`config.mk`:
```
export PLATFORM = sky130hd
export DESIGN_NAME = handle_fifo_ctrl
export DESIGN_NICKNAME = d
export VERILOG_FILES = /design/src/rtl/handle_fifo_ctrl.sv
export SDC_FILE = /design/constraint.sdc
export NUM_CORES = 1
export LEC_CHECK = 0
export BUFFER_PORTS_ARGS = -buffer_cell sky130_fd_sc_hd__buf_2
export CAP_MARGIN = 20
export CORE_MARGIN = 2
export CORE_UTILIZATION = 35
export CTS_CLUSTER_DIAMETER = 40
export DETAILED_ROUTE_END_ITERATION = 8
export PLACE_DENSITY = 0.7
export SYNTH_ARGS = -nofsm -noshare
export SYNTH_HDL_FRONTEND = slang
export SYNTH_SLANG_ARGS = --single-unit
export TNS_END_PERCENT = 10
```
`constraint.sdc`:
```
create_clock -name clk -period 3.1 [get_ports clk]
set_input_delay 0.62 -clock clk [delete_from_list [all_inputs] [get_ports clk]]
set_output_delay 0.62 -clock clk [all_outputs]
set_load 0.1 [all_outputs]
```
`src/rtl/handle_fifo_ctrl.sv`:
```
// Pointer/flow-control engine turning a registered-read dual-port RAM into a
// streaming FIFO, with a two-entry output stage hiding the RAM read latency.
module handle_fifo_ctrl #(
  parameter int DATA_WIDTH = 40,
  parameter int ADDR_WIDTH = 4
) (
  input  logic                  clk,
  input  logic                  reset,
  input  logic                  flush,
  input  logic                  push_valid,
  input  logic [DATA_WIDTH-1:0] push_data,
  output logic                  push_ready,
  output logic                  pop_valid,
  output logic [DATA_WIDTH-1:0] pop_data,
  input  logic                  pop_ready,
  output logic                  ram_we,
  output logic [ADDR_WIDTH-1:0] ram_write_addr,
  output logic [DATA_WIDTH-1:0] ram_data,
  output logic [ADDR_WIDTH-1:0] ram_read_addr,
  input  logic [DATA_WIDTH-1:0] ram_q,
  output logic [ADDR_WIDTH+1:0] usedw,
  output logic                  overflow
);

  localparam int PW = ADDR_WIDTH + 1;
  localparam logic [PW-1:0] DEPTH = {1'b1, {ADDR_WIDTH{1'b0}}};

  logic [PW-1:0]         wr_q, wr_d, rd_q, rd_d;
  logic                  inflight_q, inflight_d;
  logic                  out_vld_q, out_vld_d, skid_vld_q, skid_vld_d;
  logic [DATA_WIDTH-1:0] out_q, out_d, skid_q, skid_d;
  logic                  ovf_q, ovf_d;

  logic [PW-1:0] ram_count;
  logic [2:0]    stage_occ, stage_after_pop;
  logic          push_fire, pop_fire, issue;

  assign ram_count  = wr_q - rd_q;
  assign push_ready = (ram_count != DEPTH);
  assign push_fire  = push_valid & push_ready & ~flush;
  assign pop_fire   = out_vld_q & pop_ready;

  // The in-flight read already owns a slot in the output stage.
  assign stage_occ       = 3'(out_vld_q) + 3'(skid_vld_q) + 3'(inflight_q);
  assign stage_after_pop = stage_occ - 3'(pop_fire);
  assign issue           = (ram_count != '0) && (stage_after_pop < 3'd2);

  assign ram_we         = push_fire;
  assign ram_write_addr = wr_q[ADDR_WIDTH-1:0];
  assign ram_data       = push_data;
  assign ram_read_addr  = rd_q[ADDR_WIDTH-1:0];
  assign pop_valid      = out_vld_q;
  assign pop_data       = out_q;
  assign overflow       = ovf_q;
  assign usedw          = {1'b0, ram_count} + {{(ADDR_WIDTH-1){1'b0}}, stage_occ};

  always_comb begin
    wr_d       = wr_q;
    rd_d       = rd_q;
    inflight_d = inflight_q;
    out_vld_d  = out_vld_q;
    skid_vld_d = skid_vld_q;
    out_d      = out_q;
    skid_d     = skid_q;
    ovf_d      = ovf_q;
    if (flush) begin
      wr_d       = '0;
      rd_d       = '0;
      inflight_d = 1'b0;
      out_vld_d  = 1'b0;
      skid_vld_d = 1'b0;
      ovf_d      = 1'b0;
    end else begin
      wr_d       = wr_q + PW'(push_fire);
      rd_d       = rd_q + PW'(issue);
      inflight_d = issue;
      if (push_valid && !push_ready) ovf_d = 1'b1;
      // Oldest entry first: skid drains ahead of the arriving RAM word.
      if (pop_fire || !out_vld_q) begin
        if (skid_vld_q) begin
          out_d      = skid_q;
          out_vld_d  = 1'b1;
          skid_vld_d = inflight_q;
          if (inflight_q) skid_d = ram_q;
        end else if (inflight_q) begin
          out_d     = ram_q;
          out_vld_d = 1'b1;
        end else begin
          out_vld_d = 1'b0;
        end
      end else if (inflight_q) begin
        skid_d     = ram_q;
        skid_vld_d = 1'b1;
      end
    end
  end

  always_ff @(posedge clk or posedge reset) begin
    if (reset) begin
      wr_q       <= '0;
      rd_q       <= '0;
      inflight_q <= 1'b0;
      out_vld_q  <= 1'b0;
      skid_vld_q <= 1'b0;
      out_q      <= '0;
      skid_q     <= '0;
      ovf_q      <= 1'b0;
    end else begin
      wr_q       <= wr_d;
      rd_q       <= rd_d;
      inflight_q <= inflight_d;
      out_vld_q  <= out_vld_d;
      skid_vld_q <= skid_vld_d;
      out_q      <= out_d;
      skid_q     <= skid_d;
      ovf_q      <= ovf_d;
    end
  end

endmodule

```
Yosys cells after proc, flatten, opt, wreduce, memory -nomap -nowiden:

Cells that the tools add are included.

* word-level logic and storage cells: 52
* register bits after elaboration: 94

* add/subtract/negate cells: 7
* mux-type cells: 18
* equal/unequal tests: 2
* order comparisons: 1
* reductions and logical operators: 12
* bitwise operators: 4

Operators by type and width (count)
* $mux W40: 5
* $mux W1: 11
* $add A5 B1 Y5: 2
* $mux W5: 2
* $add A5 B3 Y6: 1
* $reduce_bool A2 Y1: 3
* $ne A5 B5 Y1 const B: 1
* $reduce_bool A5 Y1: 1
* $sub A5 B5 Y5: 1
* $add A2 B1 Y3: 1
* $and A1 B1 Y1: 3
* $lt A3 B2 Y1 const B: 1
* $reduce_and A3 Y1: 1
* $reduce_bool A3 Y1: 1
* $sub A3 B1 Y3: 1
* $add A1 B1 Y2: 1
* $logic_and A1 B1 Y1: 2
* $logic_not A1 Y1: 2
* $ne A2 B2 Y1 const B: 1
* $reduce_and A2 Y1: 1
* $logic_or A1 B1 Y1: 1
* $not A1 Y1: 1

Longest topological paths before layout:

Gate-level depths: netlist of run 1.

* depth in word-level cells: 7
* mapped depth: 12
* depth with buffers taken out: 12

Least setup slack after synthesis of run 1:

OpenSTA, ideal clock, no wires.

* kind: register to output
* start: register out_vld_q, in the netlist pop_valid
* end: output port usedw[5]
* arrival: 4569 ps
* stages on the path, launching flop included: 5
* data required time: 2480 ps
* setup slack: -2089 ps
* cell sequence: dfrtp_1 -> fa_1 -> ha_1 -> a21oi_1 -> nor4_1

* longest elaborated chain between the ends: 3

Ends and longest elaborated chain
* from (decl): RTL line 30 `logic out_vld_q, out_vld_d, skid_vld_q, skid_vld_d;`
* from (signal assigned): RTL line 112 `out_vld_q <= out_vld_d;`
* $add A1 B1 Y2: RTL line 44 `assign stage_occ = 3'(out_vld_q) + 3'(skid_vld_q) + 3'(inflight_q);`
* $add A2 B1 Y3: RTL line 44
* $add A5 B3 Y6: RTL line 55 `assign usedw = {1'b0, ram_count} + {{(ADDR_WIDTH-1){1'b0}}, stage_occ};`
* to (decl): RTL line 21 `output logic [ADDR_WIDTH+1:0] usedw,`

No other way between the ends.

Worst setup path in the final report of run 1:

* start: register wr_q[0]
* end: output port usedw[4]

* longest elaborated chain between the ends: 2

Ends and longest elaborated chain
* from (decl): RTL line 28 `logic [PW-1:0] wr_q, wr_d, rd_q, rd_d;`
* from (signal assigned): RTL line 109 `wr_q <= wr_d;`
* $sub A5 B5 Y5: RTL line 38 `assign ram_count = wr_q - rd_q;`
* $add A5 B3 Y6: RTL line 55

No other way between the ends.

==> impl_metrics.csv, run 1 <==
group,metric,value,unit
detailed_routing,dr_wl_met2,4.82,mm
detailed_routing,route.top_layer_used,"met4",
floorplan,chipHeight,120,µm
detailed_routing,detailed_route_wire_length_on_metal_1,3.92,mm
sta,setup_violations,0,
placement,hpwlAfterDp,6.52,mm
worst_setup_path,critPathTopFamily,"adder cells",
worst_setup_path,worstSetupPathDepth,8,
clock_tree,cts_inserted_buffers,9,
detailed_routing,drt_iter0_drc,89,
logic_synthesis,asyncSetResetFlopFracSynth,100,%
worst_setup_path,critical_path.cell_chain,"inv_1, ha_2, fa_2, inv_2, fa_2, nand4b_1, xor2_4, buf_12",
final_layout,final_util,42.8,%
placement,gp_routability_congestion,0.828,
worst_setup_path,r2r_setup_slack,0.31,ns
clock_tree,cts.hold.buffers_added,0,
sta,period_minus_slack,3.09,ns
logic_synthesis,synth-adder-area-share,3.96,%
final_layout,layout_commonest_cell,"sky130_fd_sc_hd__buf_2",
clock_tree,tritoncts_num_sinks,94,
clock_tree,cts_tree,"yes",
detailed_routing,totalWireLength,9.54,mm
worst_setup_path,cp_data_arrival_time,2.47,ns
worst_setup_path,timing.critical_path.slowest_cell_delay,0.53,ns
sta,fmax,0.324,GHz
placement,place.port_buffers,102,
worst_setup_path,critical_path.startpoint_type,"register",
detailed_routing,num_vias,3082,
logic_synthesis,synth.ff_latch_count,94,
clock_tree,clk-insertion-delay-late,0.34,ns
worst_setup_path,worst_setup_path_startpoint,"wr_q[0]",
final_layout,regArea,2350,µm²
sta,timing_worst_slew_pin_value,0.756,ns
logic_synthesis,muxShareOfSynthArea,18.2,%
logic_synthesis,synth_enable_flop_cells,0,
worst_setup_path,required,2.48,ns
logic_synthesis,yosys.cell_types.count,35,
logic_synthesis,synth_ff_type,"sky130_fd_sc_hd__dfrtp_1",
sta,fin_ws,0.0102,ns
final_layout,post_route_cells_drive_above_1_share,41.3,%
worst_setup_path,timing.critical_path.buf_inv,3,
floorplan,die-area,14300,µm²
detailed_routing,count_of_unresolved_drc_violations_after_routing,0,
logic_synthesis,total_nets_after_synthesis,502,
detailed_routing,drtAntennaViolNets,0,
final_layout,most-common-layout-cells,"sky130_fd_sc_hd__buf_2, sky130_fd_sc_hd__dfrtp_1, sky130_fd_sc_hd__nor2_1",
detailed_routing,met3_length,660,µm
logic_synthesis,synth_top_family_by_area,"multiplexers",
sta,clock_skew,0.00450,ns
sta,hold_viol,0,
grt,antenna_found_initial,0,
floorplan,core,13100,µm²
clock_tree,root_buffer,"sky130_fd_sc_hd__clkbuf_16",
floorplan,ios,183,
clock_tree,ctsHtreeMaxLevel,3,
floorplan,number_of_rows_in_the_core_area,42,
worst_setup_path,path_max_fanout,3,
min_path,min-delay-path-class,"primary input to async pin",
final_layout,layout.nets,560,
sta,finalCritPeriodShare,99.7,%
final_layout,insertedDiodeCount,0,
floorplan,die_w,120,µm
worst_setup_path,crit_path_end,"usedw[4]",
detailed_routing,total_iterations_of_the_first_detailed_routing_run,6,
worst_setup_path,r2r_cells,12,
sta,grt_setup_unrepaired,"true",
grt,first_global_vias,3299,
worst_setup_path,critical_path.reg2reg.startpoint,"wr_q[0]",
logic_synthesis,synth-warning-count,0,
logic_synthesis,syn-mean-instance-area,11.6,µm²
logic_synthesis,synth_seq_area_share,50.4,%
logic_synthesis,synth-compound-area-share,5.95,%
grt,grt_first_pass_wirelength,15.6,mm
logic_synthesis,synthesis.instances,404,
worst_setup_path,timing_worst_setup_path_type,"register to output pin",
logic_synthesis,post_synth_xor_area_fraction,2.79,%
job,max_cap_violations,0,
logic_synthesis,post_synth_and_or_nand_nor_area_fraction,7.77,%
outcome,run_status,"completed",
worst_setup_path,rr_endpoint,"wr_q[4]",
detailed_routing,avgRoutedWirePerCell,14.8,µm
worst_setup_path,critical-path-slowest-cell,"sky130_fd_sc_hd__fa_2",
grt,grt_util_all_layers,13.6,%
grt,grt_max_degree,82,
worst_setup_path,worstSetupEndpointType,"output pin",
placement,place_ws,0.0949,ns
worst_setup_path,timing.critical_path.mode_cell,"sky130_fd_sc_hd__fa_2",
final_layout,area_growth_syn_to_layout,20.5,%
final_layout,multiInputGateArea,1960,µm²
grt,grt.overflow.total,0,
clock_tree,clk_pin_slew_worst_paths,0.06,ns
clock_tree,clock_path_buffers,2,
final_layout,n_fill_cell,1258,
detailed_routing,avgViaCountPerCell,4.79,
sta,final_max_slew_viol_count,0,
floorplan,initial_utilization,35.6,%
sta,max-slew-margin-rel,49.6,%
logic_synthesis,post_synth_instance_area,4670,µm²
-- sequential cells by signal, indices dropped and copies added, names as in the netlist --
register	cells
inflight_q	1
overflow	1
pop_data	40
pop_valid	1
rd_q	5
skid_q	40
skid_vld_q	1
wr_q	5
-- layer usage --
metal	up-vias	track usage (%)
met5	-	0
met4	0	4.93
met3	18	5.09
met2	99	23.4
met1	1526	15.4
li1	1439	-
-- kinds of logic (layout without fill, tap and decap cells) --
logic type / Yosys count / after routing
mux: 80 / 80
xor+xnor: 14 / 14
fa+ha+maj: 13 / 13
buf+inv: 76 / 139
compound gates: 50 / 50
simple gates: 77 / 77
flops: 94 / 94
-- worst reg2reg max path: cells and delay by family, from the launching register on --
kind / cells / cell delay (ns)
fa+ha+maj: 4 / 0.98
buf+inv: 1 / 0.05
compound gates: 2 / 0.65
flops: 1 / 0.35
simple gates: 3 / 0.33
xor+xnor: 2 / 0.30
-- cells in the mapped netlist (2+ instances only) --
cell                       count  share of area, %
sky130_fd_sc_hd__dfrtp_1      94                50
sky130_fd_sc_hd__nor2_1       52               4.2
sky130_fd_sc_hd__buf_4        48               7.7
sky130_fd_sc_hd__a21oi_1      43               4.6
sky130_fd_sc_hd__mux2i_1      40               8.6
sky130_fd_sc_hd__mux2_2       39               9.4
sky130_fd_sc_hd__buf_2        13               1.4
sky130_fd_sc_hd__ha_1         10               2.7
sky130_fd_sc_hd__inv_1        10              0.80
sky130_fd_sc_hd__xnor2_1       7               1.3
sky130_fd_sc_hd__xor2_1        6               1.1
sky130_fd_sc_hd__nor2b_1       5              0.67
sky130_fd_sc_hd__buf_6         4              0.96
sky130_fd_sc_hd__nand2_1       4              0.32
sky130_fd_sc_hd__nand3_1       4              0.43
sky130_fd_sc_hd__fa_1          3               1.3
sky130_fd_sc_hd__nand2b_1      2              0.27
sky130_fd_sc_hd__nand3b_1      2              0.32
sky130_fd_sc_hd__nor3_2        2              0.43
-- worst min path at each step --
stage	slack [ns]	end	startpoint	depth (start not counted)
after floorplan	0.46	skid_q[13]	skid_q[13]	1
after global placement	0.47	overflow	overflow	2
after detailed placement	0.49	skid_q[13]	skid_q[13]	1
after CTS	0.50	skid_q[13]	ram_q[13]	2
after global routing	0.25	skid_q[2]	reset	2
final	0.24	pop_data[5]	reset	2
-- timing repair --
| item | in CTS | in global routing |
|---|---|---|
| resized for setup | 13 | 3 |
| buffers inserted | 4 | 0 |
| pin swaps | 6 | 3 |
| setup endpoints to repair | 6 | 6 |
| cloned | 0 | 0 |
-- per-stage QoR --
stage          setup TNS [ns]  hold slack, ns  cell area, µm²  cells
2_1_floorplan          -0.745           0.464            4740    404
3_3_place_gp                0           0.465            5160    622
3_5_place_dp                0           0.489            5160    622
4_1_cts               -0.0240           0.500            5580    642
5_1_grt                -0.165           0.253            5630    643
6_report                    0           0.242            5630    643
-- cell type report --
| type | count | share of cell area (%) |
|---|---|---|
| clock buffer | 13 | 4.80 |
| clock inverter | 3 | 1.16 |
| inverter | 10 | 0.711 |
| multi-input combinational | 234 | 34.8 |
| sequential | 94 | 41.8 |
| tap | 176 | 3.91 |
| timing repair buffer | 113 | 12.8 |
Power of run 1 is not shown: default switching activity piles up to over one toggle a cycle in this logic, so the estimate is an artifact.
==> inputs of run 2 (changes only) <==
--- a/config.mk
+++ b/config.mk
@@ -8,10 +8,10 @@
 export BUFFER_PORTS_ARGS = -buffer_cell sky130_fd_sc_hd__buf_2
 export CAP_MARGIN = 20
 export CORE_MARGIN = 2
-export CORE_UTILIZATION = 35
+export CORE_UTILIZATION = 25
 export CTS_CLUSTER_DIAMETER = 40
 export DETAILED_ROUTE_END_ITERATION = 8
-export PLACE_DENSITY = 0.7
+export PLACE_DENSITY = 0.55
 export SYNTH_ARGS = -nofsm -noshare
 export SYNTH_HDL_FRONTEND = slang
 export SYNTH_SLANG_ARGS = --single-unit
==> impl_metrics.csv, run 2 (synthesis gave the netlist of run 1 again) <==
group,metric,value,unit
outcome,run_status,"completed",
clock_tree,cts_tree,"yes",
worst_setup_path,critical_path.startpoint_type,"register",
floorplan,chipHeight,141,µm
worst_setup_path,path_max_fanout,5,
worst_setup_path,r2r_cells,10,
worst_setup_path,worstSetupEndpointType,"output pin",
detailed_routing,num_vias,3044,
worst_setup_path,r2r_setup_slack,0.32,ns
detailed_routing,avgRoutedWirePerCell,14.7,µm
detailed_routing,totalWireLength,10.3,mm
floorplan,ios,183,
clock_tree,clk_pin_slew_worst_paths,0.06,ns
placement,place.port_buffers,102,
floorplan,core,18100,µm²
sta,finalCritPeriodShare,99.7,%
sta,max-slew-margin-rel,46.0,%
clock_tree,root_buffer,"sky130_fd_sc_hd__clkbuf_16",
grt,grt_util_all_layers,10.8,%
job,max_cap_violations,0,
clock_tree,tritoncts_num_sinks,94,
grt,grt.overflow.total,0,
detailed_routing,total_iterations_of_the_first_detailed_routing_run,6,
detailed_routing,count_of_unresolved_drc_violations_after_routing,0,
worst_setup_path,critical-path-slowest-cell,"sky130_fd_sc_hd__dfrtp_1",
final_layout,insertedDiodeCount,0,
floorplan,initial_utilization,25.7,%
grt,antenna_found_initial,0,
grt,grt_max_degree,81,
detailed_routing,drtAntennaViolNets,0,
sta,grt_setup_unrepaired,"true",
clock_tree,clk-insertion-delay-late,0.34,ns
worst_setup_path,timing_worst_setup_path_type,"register to output pin",
sta,setup_violations,0,
detailed_routing,avgViaCountPerCell,4.38,
worst_setup_path,cp_data_arrival_time,2.47,ns
grt,first_global_vias,3298,
floorplan,die-area,19800,µm²
final_layout,layout_commonest_cell,"sky130_fd_sc_hd__buf_2",
clock_tree,ctsHtreeMaxLevel,3,
worst_setup_path,critical_path.cell_chain,"ha_1, a21oi_1, nand3b_1, nor2b_1, or3_4, buf_8",
floorplan,number_of_rows_in_the_core_area,49,
min_path,min-delay-path-class,"primary input to async pin",
worst_setup_path,critPathTopFamily,"simple AND/OR/NAND/NOR gates",
placement,hpwlAfterDp,6.90,mm
worst_setup_path,rr_endpoint,"wr_q[4]",
sta,finalHoldWorstSlack,0.392,ns
clock_tree,cts_inserted_buffers,9,
sta,timing_worst_slew_pin_value,0.811,ns
sta,fmax,0.323,GHz
worst_setup_path,timing.critical_path.buf_inv,1,
sta,hold_viol,0,
clock_tree,clock_path_buffers,2,
final_layout,post_route_cells_drive_above_1_share,41.0,%
detailed_routing,drt_iter0_drc,84,
final_layout,most-common-layout-cells,"sky130_fd_sc_hd__buf_2, sky130_fd_sc_hd__dfrtp_1, sky130_fd_sc_hd__nor2_1",
worst_setup_path,timing.critical_path.slowest_cell_delay,0.45,ns
floorplan,die_w,141,µm
final_layout,area_growth_syn_to_layout,20.5,%
grt,grt_first_pass_wirelength,17.0,mm
sta,final_max_slew_viol_count,0,
sta,clock_skew,0.00430,ns
clock_tree,cts.hold.buffers_added,0,
worst_setup_path,required,2.48,ns
sta,period_minus_slack,3.09,ns
placement,gp_routability_congestion,0.829,
final_layout,layout.nets,559,
worst_setup_path,critical_path.reg2reg.startpoint,"wr_q[2]",
-- run 2: cell count changes in the layout (fill, tap and decap cells not counted), sizes merged --
cell	change
clkinv	+1
bufinv	-1
clkbuf	-1
buf	-1
clkinvlp	+1
-- run 2: worst register-to-register path, stage by stage (launching register included) --
cell and delay (ns):
sky130_fd_sc_hd__dfrtp_1 0.45, sky130_fd_sc_hd__ha_1 0.44, sky130_fd_sc_hd__a21oi_1 0.25, sky130_fd_sc_hd__nand3b_1 0.19, sky130_fd_sc_hd__nor2b_1 0.23, sky130_fd_sc_hd__o311a_4 0.40
sky130_fd_sc_hd__ha_1 0.21, sky130_fd_sc_hd__ha_1 0.21, sky130_fd_sc_hd__nand3_1 0.10, sky130_fd_sc_hd__xor2_1 0.14, sky130_fd_sc_hd__nor2_1 0.05
-- run 2: worst max-delay path by stage --
stage,from,end,slack (ns),cells after the start
6_report,wr_q[2],push_ready,0.008,6
5_1_grt,wr_q[0],usedw[4],-0.07,8
4_1_cts,wr_q[0],usedw[4],-0.05,8
3_5_place_dp,wr_q[0],wr_q[4],0.16,12
3_3_place_gp,wr_q[0],wr_q[4],0.23,12
2_1_floorplan,pop_valid,usedw[4],-0.23,5
-- run 2: metal layers --
layer / GRT usage (%) / vias to the layer above / routed length (µm)
met5: 0 / - / 0
met4: 5.79 / 0 / 311
met3: 2.89 / 42 / 523
met2: 18.4 / 75 / 5120
met1: 12.4 / 1491 / 4290
li1: - / 1436 / -
-- run 2: repair_timing --
item                       in CTS  in global routing
setup endpoints to repair       6                  6
setup buffers                   2                  1
resized for setup              11                  8
pin swaps                       1                  6
-- run 2: area by class of cell --
class | count | area (µm²)
multi-input combinational | 234 | 1950
clock buffer | 12 | 236
timing repair buffer | 112 | 714
clock inverter | 4 | 47.5
fill | 1843 | 12500
sequential | 94 | 2360
tap | 229 | 287
inverter | 10 | 40.0
-- run 2: metrics by stage --
step / TNS (ns) / utilization, % / std cells / worst slack [ns] / instance area (µm²)
6_report: 0 / 31.0 / 695 / 0.00819 / 5630
2_1_floorplan: -0.745 / - / 404 / -0.233 / 4740
3_3_place_gp: 0 / 28.9 / 676 / 0.232 / 5250
4_1_cts: -0.0454 / 30.8 / 694 / -0.0454 / 5590
3_5_place_dp: 0 / 28.9 / 676 / 0.160 / 5250
5_1_grt: -0.296 / 31.0 / 695 / -0.0736 / 5630
Power of run 2 is left out for the same reason.
